==> config.mk <==
export PLATFORM = sky130hd
export DESIGN_NAME = led_peripheral
export DESIGN_NICKNAME = d
export VERILOG_FILES = /design/src/rtl/led_peripheral.sv
export SDC_FILE = /design/constraint.sdc
export NUM_CORES = 1
export LEC_CHECK = 0
export CAP_MARGIN = 30
export CORE_ASPECT_RATIO = 0.6
export CORE_MARGIN = 5
export CORE_UTILIZATION = 51
export CTS_CLUSTER_SIZE = 10
export DETAILED_ROUTE_END_ITERATION = 6
export HOLD_SLACK_MARGIN = 0.06
export PLACE_DENSITY = 0.78
export SYNTH_ARGS = -nofsm -noshare
export SYNTH_HDL_FRONTEND = slang
export SYNTH_SLANG_ARGS = --single-unit
==> constraint.sdc <==
create_clock -name clk -period 4.2 [get_ports clk]
set_input_delay 0.84 -clock clk [delete_from_list [all_inputs] [get_ports clk]]
set_output_delay 0.84 -clock clk [all_outputs]
set_load 0.005 [all_outputs]
==> src/rtl/led_peripheral.sv <==
// LED peripheral: memory-mapped LED register with an optional blink and
// rotate pattern driven by a programmable prescaler tick.
//   0x0 LED    RW  [NUM_LEDS-1:0]
//   0x4 CTRL   RW  bit0 blink_en, bit1 rot_en
//   0x8 PERIOD RW  [23:0] tick period in clock cycles (0 behaves as 1)
//   0xC TICKS  RO  [7:0]  free-running tick counter
`timescale 1ns/1ps

module led_peripheral #(
  parameter int          NUM_LEDS       = 8,
  parameter logic [23:0] DEFAULT_PERIOD = 24'd50
) (
  input  logic                clk,
  input  logic                rst,
  input  logic                rd_en_i,
  input  logic                wr_en_i,
  input  logic [31:0]         addr_i,
  input  logic [31:0]         data_i,
  output logic [31:0]         data_o,
  output logic [NUM_LEDS-1:0] leds_o
);

  logic [NUM_LEDS-1:0] r_led;
  logic                r_blinkEn;
  logic                r_rotEn;
  logic [23:0]         r_period;
  logic [23:0]         r_prescaler;
  logic [7:0]          r_ticks;
  logic                r_phase;

  logic                w_wrLed;
  logic                w_wrCtrl;
  logic                w_wrPeriod;
  logic [23:0]         w_lastCount;
  logic                w_tick;
  logic [NUM_LEDS-1:0] w_rotated;
  logic                w_unused;

  // Only addr_i[3:2] select a register; everything else on the bus is don't-care.
  assign w_unused   = ^{addr_i[31:4], addr_i[1:0], data_i[31:24]};

  assign w_wrLed    = wr_en_i && (addr_i[3:2] == 2'd0);
  assign w_wrCtrl   = wr_en_i && (addr_i[3:2] == 2'd1);
  assign w_wrPeriod = wr_en_i && (addr_i[3:2] == 2'd2);

  // A zero period is treated as one so the prescaler still produces a tick every cycle.
  assign w_lastCount = (r_period == 24'd0) ? 24'd0 : (r_period - 24'd1);

  // A PERIOD write restarts the count, so it must never coincide with a tick.
  assign w_tick = (r_prescaler == w_lastCount) && !w_wrPeriod;

  // Rotate left by one with the MSB wrapping into bit 0; written as a loop so NUM_LEDS=1 works.
  always_comb begin
    w_rotated = '0;
    for (int i = 0; i < NUM_LEDS; i++) begin
      w_rotated[(i + 1) % NUM_LEDS] = r_led[i];
    end
  end

  // Combinational read mux; reads see the pre-write value when a write happens in the same cycle.
  always_comb begin
    data_o = 32'h0;
    if (rd_en_i) begin
      case (addr_i[3:2])
        2'd0: data_o[NUM_LEDS-1:0] = r_led;
        2'd1: data_o[1:0]          = {r_rotEn, r_blinkEn};
        2'd2: data_o[23:0]         = r_period;
        2'd3: data_o[7:0]          = r_ticks;
        default: data_o = 32'h0;
      endcase
    end
  end

  // LED register: a bus write takes priority over a rotate on the same tick.
  always_ff @(posedge clk or posedge rst) begin
    if (rst) begin
      r_led <= '0;
    end else if (w_wrLed) begin
      r_led <= data_i[NUM_LEDS-1:0];
    end else if (w_tick && r_rotEn) begin
      r_led <= w_rotated;
    end
  end

  // CTRL and PERIOD registers, plain bus-written state.
  always_ff @(posedge clk or posedge rst) begin
    if (rst) begin
      r_blinkEn <= 1'b0;
      r_rotEn   <= 1'b0;
      r_period  <= DEFAULT_PERIOD;
    end else begin
      if (w_wrCtrl) begin
        r_blinkEn <= data_i[0];
        r_rotEn   <= data_i[1];
      end
      if (w_wrPeriod) begin
        r_period <= data_i[23:0];
      end
    end
  end

  // Prescaler counts 0..P-1 and restarts on wrap or on any PERIOD write.
  always_ff @(posedge clk or posedge rst) begin
    if (rst) begin
      r_prescaler <= 24'd0;
    end else if (w_wrPeriod || (r_prescaler >= w_lastCount)) begin
      r_prescaler <= 24'd0;
    end else begin
      r_prescaler <= r_prescaler + 24'd1;
    end
  end

  // Tick counter, wraps silently at 8 bits.
  always_ff @(posedge clk or posedge rst) begin
    if (rst) begin
      r_ticks <= 8'd0;
    end else if (w_tick) begin
      r_ticks <= r_ticks + 8'd1;
    end
  end

  // Blink phase: disabling blink parks the phase in the "LEDs on" state.
  always_ff @(posedge clk or posedge rst) begin
    if (rst) begin
      r_phase <= 1'b1;
    end else if (w_wrCtrl && !data_i[0]) begin
      r_phase <= 1'b1;
    end else if (w_tick && r_blinkEn) begin
      r_phase <= ~r_phase;
    end
  end

  // Registered LED drive, one cycle behind the register/phase state.
  always_ff @(posedge clk or posedge rst) begin
    if (rst) begin
      leds_o <= '0;
    end else if (!r_blinkEn || r_phase) begin
      leds_o <= r_led;
    end else begin
      leds_o <= '0;
    end
  end

endmodule

==> out/qor.csv, run 1 <==
stage,metric,value,unit
cts,cts_tree,done,
synth,netlist_area,4588,µm²
detailed_routing,routed_wl,11.62,mm
sta,max_freq,246.9,MHz
critical_path,startpoint,r_period[11],
global_route,grt_overflow,0,
floorplan,die_h,83.47,µm
synth,ys_types,46,
final_layout,final.fill_count,637,
sta,period_minus_slack,4.050,ns
power_and_ir_drop,p_leak,0.002547,µW
sta,setup_violations,0,
floorplan,die_area,11060,µm²
final_layout,final_cell_mix,"71 x dfrtp_1, 61 x clkdlybuf4s50_1, 49 x nand2_1, 44 x nor2_1, 32 x mux2_2",
cts,cts_root_buffer,clkbuf_16,
detailed_routing,first_pass_iters,5,
synth,async_flop_share,100.0,%
critical_path,cp-start-kind,flop,
floorplan,num_rows,26,
critical_path,cp.arrival,4.30,ns
cts,numCtsBuffers,9,
flow_run,cap_violations,0,
power_and_ir_drop,p_total,2368,µW
cts,htreeDepth,3,
final_layout,antenna_cells,0,
detailed_routing,first_iter_violations,419,
cts,clock_path_buffers,2,
floorplan,io_pins,108,
critical_path,crit_type,flop to flop,
outcome,status,completed,
synth,yosysSeqAreaShare,41.01,%
synth,ys.flop_type,dfrtp_1,
synth,syn-instance-count,462,
sta,drv_slew,0,
global_route,grt_pass1_vias,3656,
final_layout,areaGrowthSynthToFinish,24.57,%
detailed_routing,drc,0,
floorplan,core,8653,µm²
final_layout,nets,631,
power_and_ir_drop,pwr_density_cell,414.2,nW/µm²
cts,clock_latency,0.34,ns
final_layout,drive_gt1_share,13.89,%
place,portBuffers,61,
critical_path,cp.required,4.45,ns
place,dp_hpwl,8.508,mm
floorplan,die_w,132.5,µm
sta,final.setup_skew,0.007416,ns
place,routabilityCongestion,0.8133,
synth,syn_area_per_cell,9.931,µm²
min_path,hp-start,r_ticks[7],
detailed_routing,dr_total_vias,3740,
power_and_ir_drop,ir_drop,0.0002408,V
sta,maxSlewHeadroom,40.33,%
global_route,antenna_found_initial,0,
final_layout,layout.core_utilization,66.05,%
sta,fin_crit_sh,96.44,%
synth,ys_warn_count,0,
floorplan,initial_core_util,53.02,%
critical_path,end_kind,flop,
synth,ys_ff_latch,75,
critical_path,crit_fanout,18,
detailed_routing,post_drt_wl_per_cell,17.82,µm
cts,ctsHoldBuffers,0,
global_route,grt_pass1_wl,18.95,mm
detailed_routing,via_per_inst,5.736,
sta,finalHoldViolations,0,
global_route,track_usage,21.31,%
final_layout,final_common_cell,dfrtp_1,
detailed_routing,antenna_left,0,
cts,cts_sinks,75,
critical_path,r2r_start,r_period[11],
cts,clk_pin_slew,0.06,ns
synth,synth-edff-count,0,
global_route,grt_max_degree,36,
sta,tightest_slew,0.8830,ns
min_path,worstHoldPathType,flop to flop,
cell families (layout without fill, tap and decap cells):
group	count (synthesis)	in the layout	share of synthesized area, %
other	1	8	0.08173
xor gates and xnor gates	44	44	8.399
adders and majority gates	28	28	7.636
DFF	75	75	41.01
AOI/OAI and AO/OA	38	38	5.209
and+or+nand+nor	203	203	23.04
muxes	48	48	11.89
buffers and inverters	25	96	2.727
stage by stage:
step                setup TNS (ns)  cells  setup slack [ns]  cell area [µm²]  hold WS (ns)
floorplan                        0    469            0.4644             4614        0.4362
global placement                 0    635         0.0007532             5353        0.4742
detailed placement               0    636            0.2200             5360        0.4840
CTS                              0    652           0.08974             5690        0.4918
global route              -0.01178    652         -0.009983             5715        0.4973
finish                           0    652            0.1496             5715        0.4933
cells in the mapped netlist, types with 6 or more instances:
library cell  number  share of area (%)
ha_1              28                7.6
nor2b_1            7               0.95
mux2_2            32                7.9
dfrtp_1           71                 39
inv_1              6               0.49
nand3_1           15                1.6
clkbuf_1          10               0.82
nor3_1            14                1.5
buf_4              8                1.3
and2_1            27                3.7
nor2_1            44                3.6
xnor2_1           15                2.9
a22oi_1            6               0.98
nand2_1           49                4.0
mux2i_1           14                3.1
xor2_1            29                5.5
nand4_1           15                2.0
a21oi_1           10                1.1
nor4_1             7               0.95
o21ai_0           10                1.1
report_power, final:
group | internal [µW] | leakage [µW] | switching (µW) | total, µW
registers | 834 | 0.000966 | 140 | 973
clock network | 553 | 0.000163 | 292 | 845
logic | 294 | 0.00142 | 256 | 550
total | 1680 | 0.00255 | 687 | 2370
routing by layer:
layer	track usage, %	vias to the layer above	part of all wire (%)
met4	5.660	0	1.6
li1	-	1757	-
met3	5.783	20	7.1
met2	29.80	155	41
met5	0	-	0
met1	32.26	1808	50
area by class of cell:
type / instances / area [µm²] / share of cell area, %
multi-input cells: 369 / 2629 / 45.99
flip-flops and latches: 75 / 1882 / 32.92
repair buffers: 74 / 711.9 / 12.46
clock buffers: 12 / 256.5 / 4.488
well taps: 112 / 140.1 / 2.452
clock inverters: 4 / 73.82 / 1.292
inverters: 6 / 22.52 / 0.3940
flip-flops by register name, summed over array words and instances (netlist names):
register / count
r_period: 24
r_prescaler: 24
r_blinkEn: 1
leds_o: 8
r_ticks: 8
r_rotEn: 1
r_led: 8
r_phase: 1
final timing paths:
| kind | endpoint | slack (ns) | depth (start not counted) |
|---|---|---|---|
| max | r_prescaler[10] | 0.15 | 14 |
| min | r_ticks[7] | 0.49 | 1 |
| max reg2reg | r_prescaler[10] | 0.15 | 14 |
| min reg2reg | r_ticks[7] | 0.49 | 1 |
| max in group asynchronous | r_phase | 2.64 | 3 |
| min in group asynchronous | leds_o[5] | 0.77 | 2 |
what timing repair did:
action	in CTS	in global routing
endpoints found under the setup margin	0	13
resized for setup	0	5
buffers inserted	0	0
hold endpoints to repair	0	0
worst max-delay path, cell delays in order (launching register included):
cell and delay (ns):
dfrtp_1 0.42, or4_4 0.59, or4b_4 0.56, nor4_4 0.31, buf_6 0.17, nor2_1 0.06
mux2i_1 0.26, ha_1 0.31, nand4_1 0.17, buf_4 0.17, nor3_1 0.05, a22o_1 0.23
a2111o_1 0.32, buf_4 0.21, nor2_1 0.14
Power figures use the tool's default switching activity.
==> run 2, diff against run 1 <==
--- a/config.mk
+++ b/config.mk
@@ -6,7 +6,7 @@
 export NUM_CORES = 1
 export LEC_CHECK = 0
 export CAP_MARGIN = 30
-export CORE_ASPECT_RATIO = 0.6
+export CORE_ASPECT_RATIO = 1.4
 export CORE_MARGIN = 5
 export CORE_UTILIZATION = 51
 export CTS_CLUSTER_SIZE = 10
==> constraint.sdc (replaced) <==
create_clock -name clk -period 4.2 [get_ports clk]
set_input_delay 0.84 -clock clk [delete_from_list [all_inputs] [get_ports clk]]
set_output_delay 0.84 -clock clk [all_outputs]
set_load 0.05 [all_outputs]
==> run 2 against run 1 <==
Effect of this change: critical path depth is 2 lower; maximum frequency is 1.7% higher; register-to-register slack better by 0.07 ns; clock skew is 0.0011 ns lower; cell count is 0.77% lower; cell area is 1.9% lower; die area is 0.32% lower; power is 1.1% lower; largest power group unchanged.
==> out/qor.csv, run 2 (synthesis gave the netlist of run 1 again) <==
stage,metric,value,unit
outcome,status,completed,
sta,tightest_slew,0.9763,ns
cts,cts_root_buffer,clkbuf_16,
cts,htreeDepth,3,
cts,cts_sinks,75,
place,dp_hpwl,8.197,mm
floorplan,num_rows,41,
global_route,grt_pass1_vias,3766,
cts,clock_latency,0.34,ns
final_layout,final_cell_mix,"71 x dfrtp_1, 48 x nand2_1, 45 x clkdlybuf4s50_1, 44 x nor2_1, 32 x mux2_2",
sta,drv_slew,0,
detailed_routing,drc,0,
min_path,worstHoldPathType,flop to flop,
detailed_routing,antenna_left,0,
global_route,grt_pass1_wl,18.24,mm
floorplan,initial_core_util,51.40,%
critical_path,rrSetupSlack,0.22,ns
sta,max_freq,251.1,MHz
place,portBuffers,61,
place,placed_cell_area,5314,µm²
global_route,grt_max_degree,64,
floorplan,core,8926,µm²
critical_path,r2r_start,r_period[11],
cts,cts_tree,done,
detailed_routing,first_iter_violations,177,
sta,setup_tns,0,ns
min_path,hp-start,r_ticks[7],
global_route,track_usage,20.49,%
final_layout,nets,631,
floorplan,die_h,122.2,µm
critical_path,crit_type,flop to flop,
critical_path,crit_fanout,24,
final_layout,drive_gt1_share,17.22,%
global_route,antenna_found_initial,0,
final_layout,stdcell_area,5607,µm²
sta,maxSlewHeadroom,34.31,%
detailed_routing,via_per_inst,5.655,
final_layout,reg_top3,"r_period: 24 flops, r_prescaler: 24 flops",
final_layout,final_common_cell,dfrtp_1,
sta,fin_crit_sh,94.83,%
cts,numCtsBuffers,9,
power_and_ir_drop,p_leak,0.002533,µW
cts,clock_path_buffers,2,
critical_path,startpoint,r_period[11],
floorplan,io_pins,108,
global_route,grt_overflow,0,
cts,cts_setup_buffers,0,
critical_path,cp.required,4.47,ns
critical_path,cp.arrival,4.25,ns
final_layout,final_cells,647,
power_and_ir_drop,pwr_density_cell,417.7,nW/µm²
sta,setup_violations,0,
detailed_routing,routed_wl,10.76,mm
power_and_ir_drop,ir_drop,0.0002969,V
place,dp.cells,631,
sta,final.setup_skew,0.006297,ns
sta,finalHoldViolations,0,
detailed_routing,first_pass_iters,4,
cts,clk_pin_slew,0.06,ns
critical_path,end_kind,flop,
floorplan,die_w,90.16,µm
floorplan,die_area,11020,µm²
critical_path,cp-start-kind,flop,
detailed_routing,post_drt_wl_per_cell,16.63,µm
place,routabilityCongestion,0.8550,
sta,period_minus_slack,3.983,ns
detailed_routing,dr_total_vias,3659,
final_layout,antenna_cells,0,
flow_run,cap_violations,0,
final_layout,areaGrowthSynthToFinish,22.20,%
-- run 2: cell count changes in the layout (fill, tap and decap cells not counted), moves of 2 or more --
cell / delta
buf_4: +17
clkdlybuf4s50_1: -16
bufinv_16: -2
clkbuf_8: -2
clkinvlp_4: +2
-- run 2: area by class of cell --
type,instances,area (µm²)
fill,740,3319
multi-input combinational,369,2629
clock buffer,10,229.0
clock inverter,6,42.54
tap,107,133.9
sequential,75,1882
inverter,6,22.52
timing repair buffer,74,668.1
-- run 2: critical path: stages (launching register included) --
cell and delay (ns):
dfrtp_1 0.37, or4_4 0.58, or4b_4 0.56, nor4_4 0.33
buf_4 0.17, nor2_1 0.04, ha_1 0.30, nand2b_1 0.15
a2111oi_0 0.47, o31ai_1 0.16, a2111o_1 0.42, buf_4 0.22
nor2_1 0.13
-- run 2: what timing repair did --
action	CTS	global route
endpoints found under the setup margin	1	3
hold buffers	0	0
gates cloned	0	0
resized for setup	1	3
-- run 2: per-stage QoR --
stage | worst slack (ns) | hold WS [ns] | util (%) | power (µW)
2_1_floorplan | 0.4644 | 0.4362 | - | 1411
3_3_place_gp | 0.1274 | 0.4574 | 59.53 | 1605
3_5_place_dp | 0.01175 | 0.4531 | 59.53 | 1639
4_1_cts | 0.2303 | 0.4664 | 62.64 | 2353
5_1_grt | -0.01467 | 0.5159 | 62.81 | 2459
6_report | 0.2173 | 0.4705 | 62.81 | 2342
-- run 2: path summary, 6_finish.rpt --
check / end / cells past startpoint
worst max-delay path: r_prescaler[23] / 12
worst min-delay path: r_ticks[7] / 1
worst max register to register: r_prescaler[23] / 12
worst min register to register: r_ticks[7] / 1
max in group asynchronous: r_period[22] / 3
min in group asynchronous: r_led[4] / 2
-- run 2: layer usage --
layer | global-route usage [%] | up-vias | wire length, µm
li1 | - | 1749 | -
met1 | 23.48 | 1805 | 4294
met2 | 37.27 | 87 | 5850
met3 | 4.231 | 18 | 377
met4 | 8.194 | 0 | 235
met5 | 0 | - | 0
-- run 2: power by group --
group          leakage, µW  total, µW  switching, µW  internal [µW]
Clock             0.000128        710            311            400
Sequential        0.000966        966            132            834
Combinational      0.00144        666            370            295
